==> src/rtl/safe_irq_bridge.sv <==
// ---------------------------------------------------------------------------
// safe_irq_bridge
//
// Per-hart interrupt bridge between the safety-mode FSM and the cores.
// Level sync/halt requests from the FSM are edge-detected and turned into
// latched core interrupt lines.  Each line is held until the core reports an
// acknowledge carrying the matching interrupt ID.  A level acknowledge per
// hart goes back to the FSM.  Harts that leave a sync interrupt pending for
// too long are flagged in a sticky error bit.
//
// Ports:
//   clk_i              clock, all logic on the rising edge
//   rst_i              synchronous active-high reset
//   sync_req_i         [NHARTS]    sync request per hart (level)
//   halt_req_i         [NHARTS]    halt request per hart (level)
//   core_irq_ack_i     [NHARTS]    core interrupt-ack strobe, one cycle per ack
//   core_irq_ack_id_i  [NHARTS*5]  acknowledged ID, hart i at [5i+4:5i]
//   err_clr_i          [NHARTS]    clears err_o[i]
//   irq_sync_o         [NHARTS]    sync interrupt line to core i
//   irq_halt_o         [NHARTS]    halt interrupt line to core i
//   hart_intc_ack_o    [NHARTS]    level acknowledge back to the FSM
//   err_o              [NHARTS]    sticky sync-timeout flag
// ---------------------------------------------------------------------------
module safe_irq_bridge #(
    parameter int unsigned NHARTS         = 3,
    parameter logic [4:0]  SYNC_IRQ_ID    = 5'd31,
    parameter logic [4:0]  HALT_IRQ_ID    = 5'd30,
    parameter int unsigned TIMEOUT_CYCLES = 1024
) (
    input  logic                  clk_i,
    input  logic                  rst_i,
    input  logic [NHARTS-1:0]     sync_req_i,
    input  logic [NHARTS-1:0]     halt_req_i,
    input  logic [NHARTS-1:0]     core_irq_ack_i,
    input  logic [NHARTS*5-1:0]   core_irq_ack_id_i,
    input  logic [NHARTS-1:0]     err_clr_i,
    output logic [NHARTS-1:0]     irq_sync_o,
    output logic [NHARTS-1:0]     irq_halt_o,
    output logic [NHARTS-1:0]     hart_intc_ack_o,
    output logic [NHARTS-1:0]     err_o
);

    localparam int unsigned CW = (TIMEOUT_CYCLES > 1) ? $clog2(TIMEOUT_CYCLES) : 1;
    localparam logic [CW-1:0] CNT_MAX = CW'(TIMEOUT_CYCLES - 1);

    typedef enum logic [1:0] {
        S_IDLE,
        S_PEND,
        S_ACKED,
        S_ERR
    } sync_state_t;

    sync_state_t       state      [NHARTS];
    sync_state_t       state_next [NHARTS];
    logic [CW-1:0]     cnt        [NHARTS];
    logic [CW-1:0]     cnt_next   [NHARTS];

    logic [NHARTS-1:0] sync_q;
    logic [NHARTS-1:0] halt_q;
    logic [NHARTS-1:0] sync_rise;
    logic [NHARTS-1:0] halt_rise;
    logic [NHARTS-1:0] sync_ack;
    logic [NHARTS-1:0] halt_ack;
    logic [NHARTS-1:0] pend;
    logic [NHARTS-1:0] pend_next;
    logic [NHARTS-1:0] err;
    logic [NHARTS-1:0] err_next;
    logic [NHARTS-1:0] err_set;
    logic [NHARTS-1:0] irq_sync;
    logic [NHARTS-1:0] hart_ack;

    // Edge detection and ack qualification.  An ack whose ID matches
    // neither channel is dropped here.
    always_comb begin
        sync_rise = sync_req_i & ~sync_q;
        halt_rise = halt_req_i & ~halt_q;
        sync_ack  = '0;
        halt_ack  = '0;
        for (int unsigned i = 0; i < NHARTS; i++) begin
            sync_ack[i] = core_irq_ack_i[i] && (core_irq_ack_id_i[5*i +: 5] == SYNC_IRQ_ID);
            halt_ack[i] = core_irq_ack_i[i] && (core_irq_ack_id_i[5*i +: 5] == HALT_IRQ_ID);
        end
    end

    // Sync channel: next state, counter and Moore outputs.
    always_comb begin
        err_set  = '0;
        irq_sync = '0;
        hart_ack = '0;
        for (int unsigned i = 0; i < NHARTS; i++) begin
            state_next[i] = state[i];
            cnt_next[i]   = cnt[i];
            case (state[i])
                S_IDLE: begin
                    if (sync_rise[i]) begin
                        state_next[i] = S_PEND;
                        cnt_next[i]   = '0;
                    end
                end
                S_PEND: begin
                    irq_sync[i] = 1'b1;
                    // The ack is checked first so an ack on the final
                    // timeout cycle still completes the handshake.
                    if (sync_ack[i]) begin
                        state_next[i] = S_ACKED;
                    end else if (cnt[i] == CNT_MAX) begin
                        state_next[i] = S_ERR;
                        err_set[i]    = 1'b1;
                    end else begin
                        cnt_next[i] = cnt[i] + CW'(1);
                    end
                end
                S_ACKED: begin
                    // Held while the request is held so every hart's ack
                    // overlaps for the FSM's AND condition.
                    hart_ack[i] = 1'b1;
                    if (!sync_req_i[i]) begin
                        state_next[i] = S_IDLE;
                    end
                end
                S_ERR: begin
                    if (!sync_req_i[i]) begin
                        state_next[i] = S_IDLE;
                    end
                end
                default: begin
                    state_next[i] = S_IDLE;
                end
            endcase
        end
    end

    // Halt pend bit and sticky error: set wins over clear in both.
    always_comb begin
        pend_next = halt_rise | (pend & ~halt_ack);
        err_next  = err_set | (err & ~err_clr_i);
    end

    always_ff @(posedge clk_i) begin
        if (rst_i) begin
            sync_q <= '0;
            halt_q <= '0;
            pend   <= '0;
            err    <= '0;
            for (int unsigned i = 0; i < NHARTS; i++) begin
                state[i] <= S_IDLE;
                cnt[i]   <= '0;
            end
        end else begin
            sync_q <= sync_req_i;
            halt_q <= halt_req_i;
            pend   <= pend_next;
            err    <= err_next;
            for (int unsigned i = 0; i < NHARTS; i++) begin
                state[i] <= state_next[i];
                cnt[i]   <= cnt_next[i];
            end
        end
    end

    assign irq_sync_o      = irq_sync;
    assign irq_halt_o      = pend;
    assign hart_intc_ack_o = hart_ack;
    assign err_o           = err;

endmodule
==> config.mk <==
export PLATFORM = sky130hd
export DESIGN_NAME = safe_irq_bridge
export DESIGN_NICKNAME = d
export VERILOG_FILES = /design/src/rtl/safe_irq_bridge.sv
export SDC_FILE = /design/constraint.sdc
export NUM_CORES = 1
export LEC_CHECK = 0
export ABC_AREA = 1
export BUFFER_PORTS_ARGS = -buffer_cell sky130_fd_sc_hd__buf_2
export CAP_MARGIN = 20
export CORE_AREA = 3 3 73 75
export CTS_CLUSTER_SIZE = 30
export DETAILED_ROUTE_END_ITERATION = 6
export DIE_AREA = 0 0 76 78
export GPL_ROUTABILITY_DRIVEN = 1
export PLACE_DENSITY_LB_ADDON = 0.2
export SYNTH_ARGS = -nofsm -noshare
export SYNTH_HDL_FRONTEND = slang
export SYNTH_SLANG_ARGS = --single-unit
==> constraint.sdc <==
create_clock -name clk_i -period 2.9 [get_ports clk_i]
set_input_delay 0.29 -clock clk_i [delete_from_list [all_inputs] [get_ports clk_i]]
set_output_delay 0.29 -clock clk_i [all_outputs]
set_load 0.005 [all_outputs]
==> flow_metrics.tcl, run 1 <==
set metrics [dict create \
    cts_hold_buf 0 \
    peakVddDrop_mv 0.507 \
    dieArea_sq_um 5930 \
    synth-compound-area-share 0.100 \
    htree_num_levels 2 \
    fin_cells 560 \
    pwr-share-comb 0.325 \
    outcome "finished clean" \
    period_minus_slack_ns 1.84 \
    root_buffer "clkbuf_8" \
    initial_core_util 0.595 \
    synth.distinct_cells 29 \
    critPathTopFamily "simple AND/OR/NAND/NOR gates" \
    overflow 0 \
    clkLatencyLatePin_ns 0.30 \
    internal_power_mw 1.12 \
    drtAntennaViolNets 0 \
    cts_resized 0 \
    p_leak_nw 1.47 \
    yosysTopAreaCellShare 0.342 \
    globalRouteTotalUtil 0.213 \
    synthMuxAreaShare 0 \
    diodes 0 \
    final_max_slew_viol_count 0 \
    start_kind "flip-flop" \
    num_rows 25 \
    synthAdderAreaFrac 0.0133 \
    synth_top_family_by_area "simple AND/OR/NAND/NOR gates" \
    cp.required_ns 2.61 \
    holdPathStages 3 \
    criticalPathCategory "flip-flop to output port" \
    core_region_area_sq_um 4720 \
    clk_pin_slew_worst_paths_ns 0.09 \
    synth_nets 485 \
    first_pass_iters 5 \
    synth_edf_count 0 \
    power.share.switching 0.372 \
    syn2layout_area_growth_pct 11.5 \
    fin_hold_ws_ns 0.193 \
    fin_worst_skew_ns 0.00617 \
    port_buffers 40 \
    grt_setup_unrepaired "false" \
    crit_cells 2 \
    die_x_microns 76 \
    grt_max_degree 26 \
    grt_antenna_before_repair 0 \
    p_total_mw 1.79 \
    maxSlewHeadroom 0.484 \
    stdcell_area_sq_um 3140 \
    wl_per_cell_microns 10.6 \
    place.gp.congestion 0.848 \
    ff2ff_path_depth 7 \
    fin_setup_tns_ns 0 \
    final_util 0.664 \
    yosysMostFrequentCell "nand2_1" \
    drc 0 \
    vias 2800 \
    fin_crit_sh 0.633 \
    cts_tree "built" \
    cts_buffers 5 \
    ys_async_sr_fraction 0 \
    power_density_nw_per_um2 571 \
    ys_ff_latch 48 \
    clk_path_buf_depth 2 \
    worstMarginPinSlew_ns 0.771 \
    wl_mm 5.95 \
    die_h_microns 78 \
    drive_gt1_frac 0.152 \
    post_cts_buffers 0 \
    crit_fanout 13 \
    finalHoldViolCount 0 \
    crit_slowest_cell "nor2_1" \
    ys_top_cells_by_area "dfxtp_1, nand2_1, nor2_1" \
    ys_seq_area_frac 0.342 \
    netlist_instances 453 \
    drt_iter0_drc 212 \
    grt_pass1_vias 2536 \
    setup_viol 0 \
    synth_flop_cell "dfxtp_1" \
    crit_chain "nor2_1, buf_2" \
    post-place-ws_ns 1.24 \
    synth_xor_xnor_area_share 0.00623 \
    synthesis.area_sq_um 2810 \
    dp_hpwl_mm 4.38 \
    synth_area_per_cell_sq_um 6.21 \
    maxCapViolations 0 \
    synth-simple-area-share 0.433 \
    synth_top_area_cell "dfxtp_1" \
    vias_per_cell 5.00 \
    cp_data_arrival_time_ns 1.55 \
    io_pins 41 \
    clkPwrFrac 0.231 \
    switching_power_mw 0.667 \
    crit_buf_inv 1 \
    cpPeakStageDelay_ns 0.63 \
    endpoint_kind "output port" \
    layout_setup_ws_ns 1.06 \
    grt_pass1_wl_mm 10.5 \
    ys_top_cells_by_count "nand2_1, nor2_1, inv_1" \
    yosysWarnings 0 \
    final_nets 524 \
    place_inst 552 \
    post_dp_cell_area_sq_um 3050 \
    clock_sinks 48 \
    fmax_mhz 544 \
    seqPwrFrac 0.444 \
    hold_class "primary input to flip-flop" \
]
[path summary, 6_finish.rpt]
kind | slack [ns] | startpoint | endpoint
setup / recovery | 1.06 | state[0][5] | irq_sync_o[2]
hold / removal | 0.19 | halt_req_i[2] | halt_q[2]
setup reg to reg | 1.20 | state[0][5] | cnt[0][27]
hold reg to reg | 0.43 | halt_q[1] | irq_halt_o[1]
[sequential cells by signal, indices dropped and copies added, names as in the netlist]
signal	cells
halt_q	3
sync_q	3
cnt	30
state	6
irq_halt_o	3
err_o	3
[per-layer routing]
layer / part of all wire / routed length, microns / global-route usage / vias to the layer above
li1: - / - / - / 1496
met3: 0.055 / 325 / 0.0464 / 7
met5: 0 / 0 / 0 / -
met2: 0.45 / 2700 / 0.372 / 60
met4: 0.011 / 63 / 0.0797 / 0
met1: 0.48 / 2870 / 0.256 / 1237
[worst reg2reg max path: stages, from the launching register on]
cell and delay (ns):
dfxtp_1 0.38, nor2_1 0.63, nand4_1 0.20, nand2_1 0.15, nor2_4 0.08, nand2_1 0.08
nand2_1 0.05, nor2_1 0.09
[area by class of cell]
type                    count  area (sq um)
inverters                  64           240
repair buffers             41           208
well taps                  67          83.8
clock buffers               8          90.1
flip-flops and latches     48           961
fillers                   453          1590
multi-input cells         332          1550
[logic make-up after synthesis]
| kind of cell | Yosys count |
|---|---|
| buf+inv | 73 |
| simple gates | 273 |
| compound gates | 54 |
| xor+xnor | 2 |
| fa+ha+maj | 3 |
| flops | 48 |
[power by group through the flow]
| stage | Clock (mW) | Combinational, mW | Sequential, mW |
|---|---|---|---|
| after floorplan | 0 | 0.483 | 0.796 |
| after global placement | 0 | 0.564 | 0.808 |
| after detailed placement | 0 | 0.577 | 0.811 |
| after CTS | 0.424 | 0.584 | 0.795 |
| after global routing | 0.447 | 0.667 | 0.809 |
| final | 0.414 | 0.582 | 0.796 |
[layout by cell type, fill, tap and decap left out]
| cell type | count |
|---|---|
| nand3b_4 | 1 |
| inv_2 | 7 |
| nand3_1 | 44 |
| nand4_1 | 4 |
| ha_1 | 3 |
| nand3_4 | 1 |
| o21ai_1 | 6 |
| nor3_1 | 4 |
| clkinv_1 | 1 |
| nor2_4 | 7 |
| nand2_4 | 2 |
| clkbuf_8 | 6 |
| o22ai_1 | 3 |
| clkbuf_1 | 2 |
| dfxtp_1 | 48 |
| a21o_1 | 1 |
| a21oi_1 | 26 |
| nand2_2 | 8 |
| nor2_2 | 2 |
| o31ai_1 | 1 |
| buf_2 | 40 |
| inv_1 | 56 |
| nor2_1 | 82 |
| xor2_1 | 1 |
| o21ai_0 | 16 |
| o21bai_1 | 1 |
| buf_4 | 1 |
| nand2_1 | 118 |
| xnor2_1 | 1 |
Note: power is estimated with default switching activity, not from simulation.
==> run 2: changes to the inputs <==
--- a/config.mk
+++ b/config.mk
@@ -8,10 +8,10 @@
 export ABC_AREA = 1
 export BUFFER_PORTS_ARGS = -buffer_cell sky130_fd_sc_hd__buf_2
 export CAP_MARGIN = 20
-export CORE_AREA = 3 3 73 75
+export CORE_AREA = 3 3 75 77
 export CTS_CLUSTER_SIZE = 30
 export DETAILED_ROUTE_END_ITERATION = 6
-export DIE_AREA = 0 0 76 78
+export DIE_AREA = 0 0 78 80
 export GPL_ROUTABILITY_DRIVEN = 1
 export PLACE_DENSITY_LB_ADDON = 0.2
 export SYNTH_ARGS = -nofsm -noshare
==> constraint.sdc (replaced) <==
create_clock -name clk_i -period 1.75 [get_ports clk_i]
set_input_delay 0.175 -clock clk_i [delete_from_list [all_inputs] [get_ports clk_i]]
set_output_delay 0.175 -clock clk_i [all_outputs]
set_load 0.005 [all_outputs]
==> run 2 against run 1 <==
  * Clock power increased by 110%
  * Worst hold slack got worse by 0.12 ns
  * Sequential cell count unchanged
  * Highest routed layer unchanged
==> flow_metrics.tcl, run 2 (synthesis gave the netlist of run 1 again) <==
set metrics [dict create \
    clk_pin_slew_worst_paths_ns 0.09 \
    drc 0 \
    final_max_slew_viol_count 0 \
    grt_antenna_before_repair 0 \
    initial_core_util 0.554 \
    vias_per_cell 4.97 \
    wl_per_cell_microns 10.4 \
    clock_sinks 48 \
    finalHoldViolCount 0 \
    r2r-end "cnt[0][24]" \
    hold_class "primary input to flip-flop" \
    post_cts_buffers 0 \
    drt_iter0_drc 148 \
    io_pins 41 \
    outcome "finished clean" \
    overflow 0 \
    place.gp.congestion 0.864 \
    worstMarginPinSlew_ns 0.413 \
    peakVddDrop_mv 0.858 \
    maxSlewHeadroom 0.723 \
    fmax_mhz 647 \
    grt_pass1_vias 2507 \
    p_leak_nw 1.51 \
    drive_gt1_frac 0.163 \
    period_minus_slack_ns 1.55 \
    dp_hpwl_mm 4.40 \
    fin_worst_skew_ns 0.0112 \
    final_common_cell "nand2_1" \
    hp-start "halt_req_i[2]" \
    final_nets 527 \
    fin_crit_sh 0.883 \
    root_buffer "clkbuf_8" \
    globalRouteTotalUtil 0.208 \
    diodes 0 \
    port_buffers 40 \
    die_h_microns 80 \
    first_pass_iters 4 \
    clkLatencyLatePin_ns 0.31 \
    clk_path_buf_depth 2 \
    htree_num_levels 2 \
    final_cell_mix "nand2_1, nor2_1, inv_1" \
    top_register "cnt" \
    setup_viol 0 \
    num_rows 26 \
    dieArea_sq_um 6240 \
    die_x_microns 78 \
    core_region_area_sq_um 5070 \
    endpoint_kind "flip-flop" \
    cp_data_arrival_time_ns 1.79 \
    fin_setup_tns_ns 0 \
    cp.required_ns 2.00 \
    regToRegStartpoint "cnt[0][20]" \
    crit_fanout 10 \
    maxCapViolations 0 \
    drtAntennaViolNets 0 \
    largest_register_ffs 30 \
    vias 2811 \
    criticalPathCategory "flip-flop to flip-flop" \
    grt_pass1_wl_mm 10.7 \
    cts_tree "built" \
    regToRegSetupSlack_ns 0.20 \
    holdPathEnd "halt_q[2]" \
    start_kind "flip-flop" \
    holdPathStages 3 \
    final_util 0.633 \
    ff2ff_path_depth 9 \
    top_regs "cnt x30, state x6" \
    power_density_nw_per_um2 985 \
    grt_max_degree 22 \
    wl_mm 5.91 \
    cts_buffers 5 \
    syn2layout_area_growth_pct 14.3 \
]
-- run 2: how the worst max path moves through the flow --
stage	slack (ns)	startpoint	cells after the start	to
final	0.20	cnt[0][20]	9	cnt[0][24]
after global routing	-0.03	cnt[0][20]	9	cnt[0][24]
after CTS	0.19	cnt[0][20]	9	cnt[0][23]
after detailed placement	0.20	cnt[0][20]	10	cnt[0][26]
after global placement	0.22	cnt[0][20]	9	cnt[0][23]
after floorplan	0.36	cnt[0][10]	9	cnt[0][15]
-- run 2: final cells by class --
| cell class | count | area [sq um] |
|---|---|---|
| fill | 499 | 1860 |
| multi-input combinational | 332 | 1560 |
| sequential | 48 | 961 |
| timing repair buffer | 44 | 243 |
| inverter | 64 | 240 |
| clock buffer | 7 | 96.3 |
| tap | 70 | 87.6 |
| clock inverter | 1 | 30.0 |
-- run 2: per-layer routing --
| layer | track usage | up-vias | share of wire |
|---|---|---|---|
| met2 | 0.354 | 50 | 0.49 |
| met4 | 0.0594 | 0 | 0.012 |
| li1 | - | 1505 | - |
| met5 | 0 | - | 0 |
| met1 | 0.269 | 1250 | 0.46 |
| met3 | 0.0372 | 6 | 0.042 |
-- run 2: where the power goes --
part | switching, mW | internal (mW)
registers | 0.0981 | 1.21
logic | 0.633 | 0.340
clock network | 0.376 | 0.504
total | 1.11 | 2.06
-- run 2: through the flow --
stage               setup WS, ns  cell area, sq um  cells  total power, mW  hold WS (ns)
floorplan                  0.359              2810    453             2.12         0.254
global placement           0.218              3090    558             2.29         0.382
detailed placement         0.202              3090    558             2.31         0.385
CTS                        0.185              3210    566             3.20        0.0639
global route             -0.0339              3210    566             3.41        0.0713
finish                     0.205              3210    566             3.17        0.0744
-- run 2: timing repair --
action	in CTS	in global routing
setup endpoints to repair	0	5
resized for setup	0	1
hold buffers	0	0
-- run 2: critical path, cell delays in order (launching register included) --
cell,delay [ns]
dfxtp_1,0.41
ha_1,0.23
nand2_1,0.09
nor2_2,0.16
nand3_1,0.12
nand2_1,0.09
nand2_2,0.13
nand2_1,0.11
nand2_1,0.05
a21oi_1,0.11
==> run 3: changes to the inputs <==
--- a/config.mk
+++ b/config.mk
@@ -5,13 +5,12 @@
 export SDC_FILE = /design/constraint.sdc
 export NUM_CORES = 1
 export LEC_CHECK = 0
-export ABC_AREA = 1
 export BUFFER_PORTS_ARGS = -buffer_cell sky130_fd_sc_hd__buf_2
 export CAP_MARGIN = 20
-export CORE_AREA = 3 3 75 77
+export CORE_AREA = 3 3 71 73
 export CTS_CLUSTER_SIZE = 30
 export DETAILED_ROUTE_END_ITERATION = 6
-export DIE_AREA = 0 0 78 80
+export DIE_AREA = 0 0 74 76
 export GPL_ROUTABILITY_DRIVEN = 1
 export PLACE_DENSITY_LB_ADDON = 0.2
 export SYNTH_ARGS = -nofsm -noshare
==> run 3 against run 2 <==
  * Sequential share of layout area is 2.8 points higher
  * First-iteration DRC count grew 14%
  * Non-clock buffer count increased by 22
  * Register-to-register slack got worse by 0.15 ns
  * Clock skew fell by 0.0033 ns
  * Clock-buffer cell count grew 1
  * Via count down 16%
  * Worst setup slack worse by 0.15 ns
  * Sequential cell count did not move
  * Largest cell class unchanged
  * Largest power group unchanged
==> flow_metrics.tcl, run 3 <==
set metrics [dict create \
    grt_max_degree 29 \
    ys_seq_area_frac 0.399 \
    regToRegSetupSlack_ns 0.05 \
    diodes 0 \
    clk_path_buf_depth 2 \
    ff2ff_path_depth 6 \
    top_regs "cnt x30, state x6" \
    die_x_microns 74 \
    vias 2374 \
    regToRegStartpoint "cnt[0][20]" \
    wl_per_cell_microns 13.4 \
    place.gp.congestion 0.913 \
    yosysMostFrequentCell "dfxtp_1" \
    wl_mm 5.54 \
    num_rows 24 \
    synth_edf_count 0 \
    peakVddDrop_mv 0.456 \
    final_common_cell "dfxtp_1" \
    grt_pass1_vias 2125 \
    initial_core_util 0.545 \
    synth_flop_cell "dfxtp_1" \
    cp_data_arrival_time_ns 1.88 \
    fin_worst_skew_ns 0.00783 \
    cts_tree "built" \
    fill_cells 388 \
    start_kind "flip-flop" \
    grt_antenna_before_repair 0 \
    period_minus_slack_ns 1.70 \
    drtAntennaViolNets 0 \
    worstMarginPinSlew_ns 0.436 \
    holdPathStages 2 \
    port_buffers 40 \
    largest_register_ffs 30 \
    clk_pin_slew_worst_paths_ns 0.08 \
    cp.required_ns 1.93 \
    yosysWarnings 0 \
    die_h_microns 76 \
    drt_iter0_drc 168 \
    hp-start "halt_req_i[2]" \
    endpoint_kind "flip-flop" \
    fin_crit_sh 0.969 \
    maxSlewHeadroom 0.708 \
    yosysTopAreaCellShare 0.399 \
    htree_num_levels 2 \
    fin_cells 413 \
    final_nets 392 \
    final_cell_mix "dfxtp_1, buf_2, nor2_1" \
    hold_class "primary input to flip-flop" \
    netlist_instances 296 \
    core_region_area_sq_um 4410 \
    cts_buffers 5 \
    ys_top_cells_by_area "dfxtp_1, o21ai_0, nor2_1" \
    outcome "finished clean" \
    power_density_nw_per_um2 704 \
    root_buffer "clkbuf_8" \
    ys_async_sr_fraction 0 \
    grt_pass1_wl_mm 9.23 \
    synth.distinct_cells 52 \
    drc 0 \
    ys_top_cells_by_count "dfxtp_1, nor2_1, nand2_1" \
    overflow 0 \
    io_pins 41 \
    maxCapViolations 0 \
    multi_input_area_sq_um 1400 \
    synthesis.area_sq_um 2410 \
    synth_area_per_cell_sq_um 8.13 \
    clock_sinks 48 \
    fmax_mhz 590 \
    r2r-end "cnt[0][27]" \
    dp_hpwl_mm 4.04 \
    top_register "cnt" \
    drive_gt1_frac 0.252 \
    p_leak_nw 1.23 \
    crit_fanout 7 \
    final_max_slew_viol_count 0 \
    place_inst 402 \
    finalHoldViolCount 0 \
    vias_per_cell 5.75 \
    fin_hold_ws_ns 0.109 \
    synth_nets 328 \
    regArea_sq_um 962 \
    dieArea_sq_um 5620 \
    syn2layout_area_growth_pct 22.3 \
    criticalPathCategory "flip-flop to flip-flop" \
    synth_top_area_cell "dfxtp_1" \
    setup_viol 0 \
    first_pass_iters 4 \
    ys_ff_latch 48 \
    clkLatencyLatePin_ns 0.29 \
    globalRouteTotalUtil 0.201 \
    holdPathEnd "halt_q[2]" \
]
[run 3: critical path, cell delays in order, from the launching register on]
cell     delay, ns
dfxtp_1       0.39
ha_1          0.20
nand3_1       0.16
nor2_4        0.23
a311o_1       0.28
nor3_1        0.08
a211o_1       0.26
[run 3: area by class of cell]
class	count	area share
multi-input combinational	233	0.477
sequential	48	0.327
timing repair buffer	66	0.134
clock buffer	8	0.0306
tap	52	0.0221
inverter	6	0.00851
[run 3: worst max path at each step]
stage / from / end / slack [ns] / cells past startpoint
after floorplan: cnt[0][10] / cnt[0][10] / 0.01 / 6
after global placement: cnt[0][20] / cnt[0][27] / 0.1 / 6
after detailed placement: cnt[0][20] / cnt[0][27] / 0.06 / 6
after CTS: cnt[0][10] / cnt[0][10] / 0.04 / 6
after global routing: cnt[0][1] / cnt[0][0] / -0.02 / 6
final: cnt[0][20] / cnt[0][27] / 0.05 / 6
[run 3: repair_timing]
item                                   CTS  global route
endpoints found under the hold margin    0             0
buffers inserted                         0             3
setup endpoints to repair                0            11
resized for setup                        0             9
hold buffers                             0             0
[run 3: kinds of logic (layout without fill, tap and decap cells)]
logic type,count (synthesis),in the layout,share of synthesized area
buffers and inverters,15,80,0.0296
AND/OR/NAND/NOR,145,145,0.318
adder cells (fa/ha/maj),3,3,0.0156
XOR/XNOR,1,1,0.00364
multiplexers,4,4,0.0182
AO/OA/AOI/OAI,80,80,0.215
flip-flops,48,48,0.399
[run 3: where the power goes]
| group | internal (mW) | leakage [nW] | switching (mW) |
|---|---|---|---|
| clock network | 0.323 | 0.0455 | 0.337 |
| logic | 0.128 | 0.797 | 0.149 |
| registers | 1.12 | 0.391 | 0.0151 |
[run 3: per-stage QoR]
step	total power, mW	TNS [ns]	setup WS [ns]	util	area [sq um]
finish	2.07	0	0.0539	0.666	2940
global route	2.18	-0.0297	-0.0170	0.666	2940
CTS	2.08	0	0.0388	0.654	2890
detailed placement	1.42	0	0.0566	0.634	2800
global placement	1.42	0	0.0974	0.634	2800
floorplan	1.32	0	0.0110	-	2410
[run 3: metal layers]
| layer | share of wire | wire length (microns) | track usage | vias up |
|---|---|---|---|---|
| met4 | 0.019 | 106 | 0.0779 | 0 |
| met1 | 0.45 | 2510 | 0.263 | 1099 |
| met3 | 0.031 | 171 | 0.0409 | 8 |
| li1 | - | - | - | 1225 |
| met5 | 0 | 0 | 0 | - |
| met2 | 0.50 | 2750 | 0.318 | 42 |
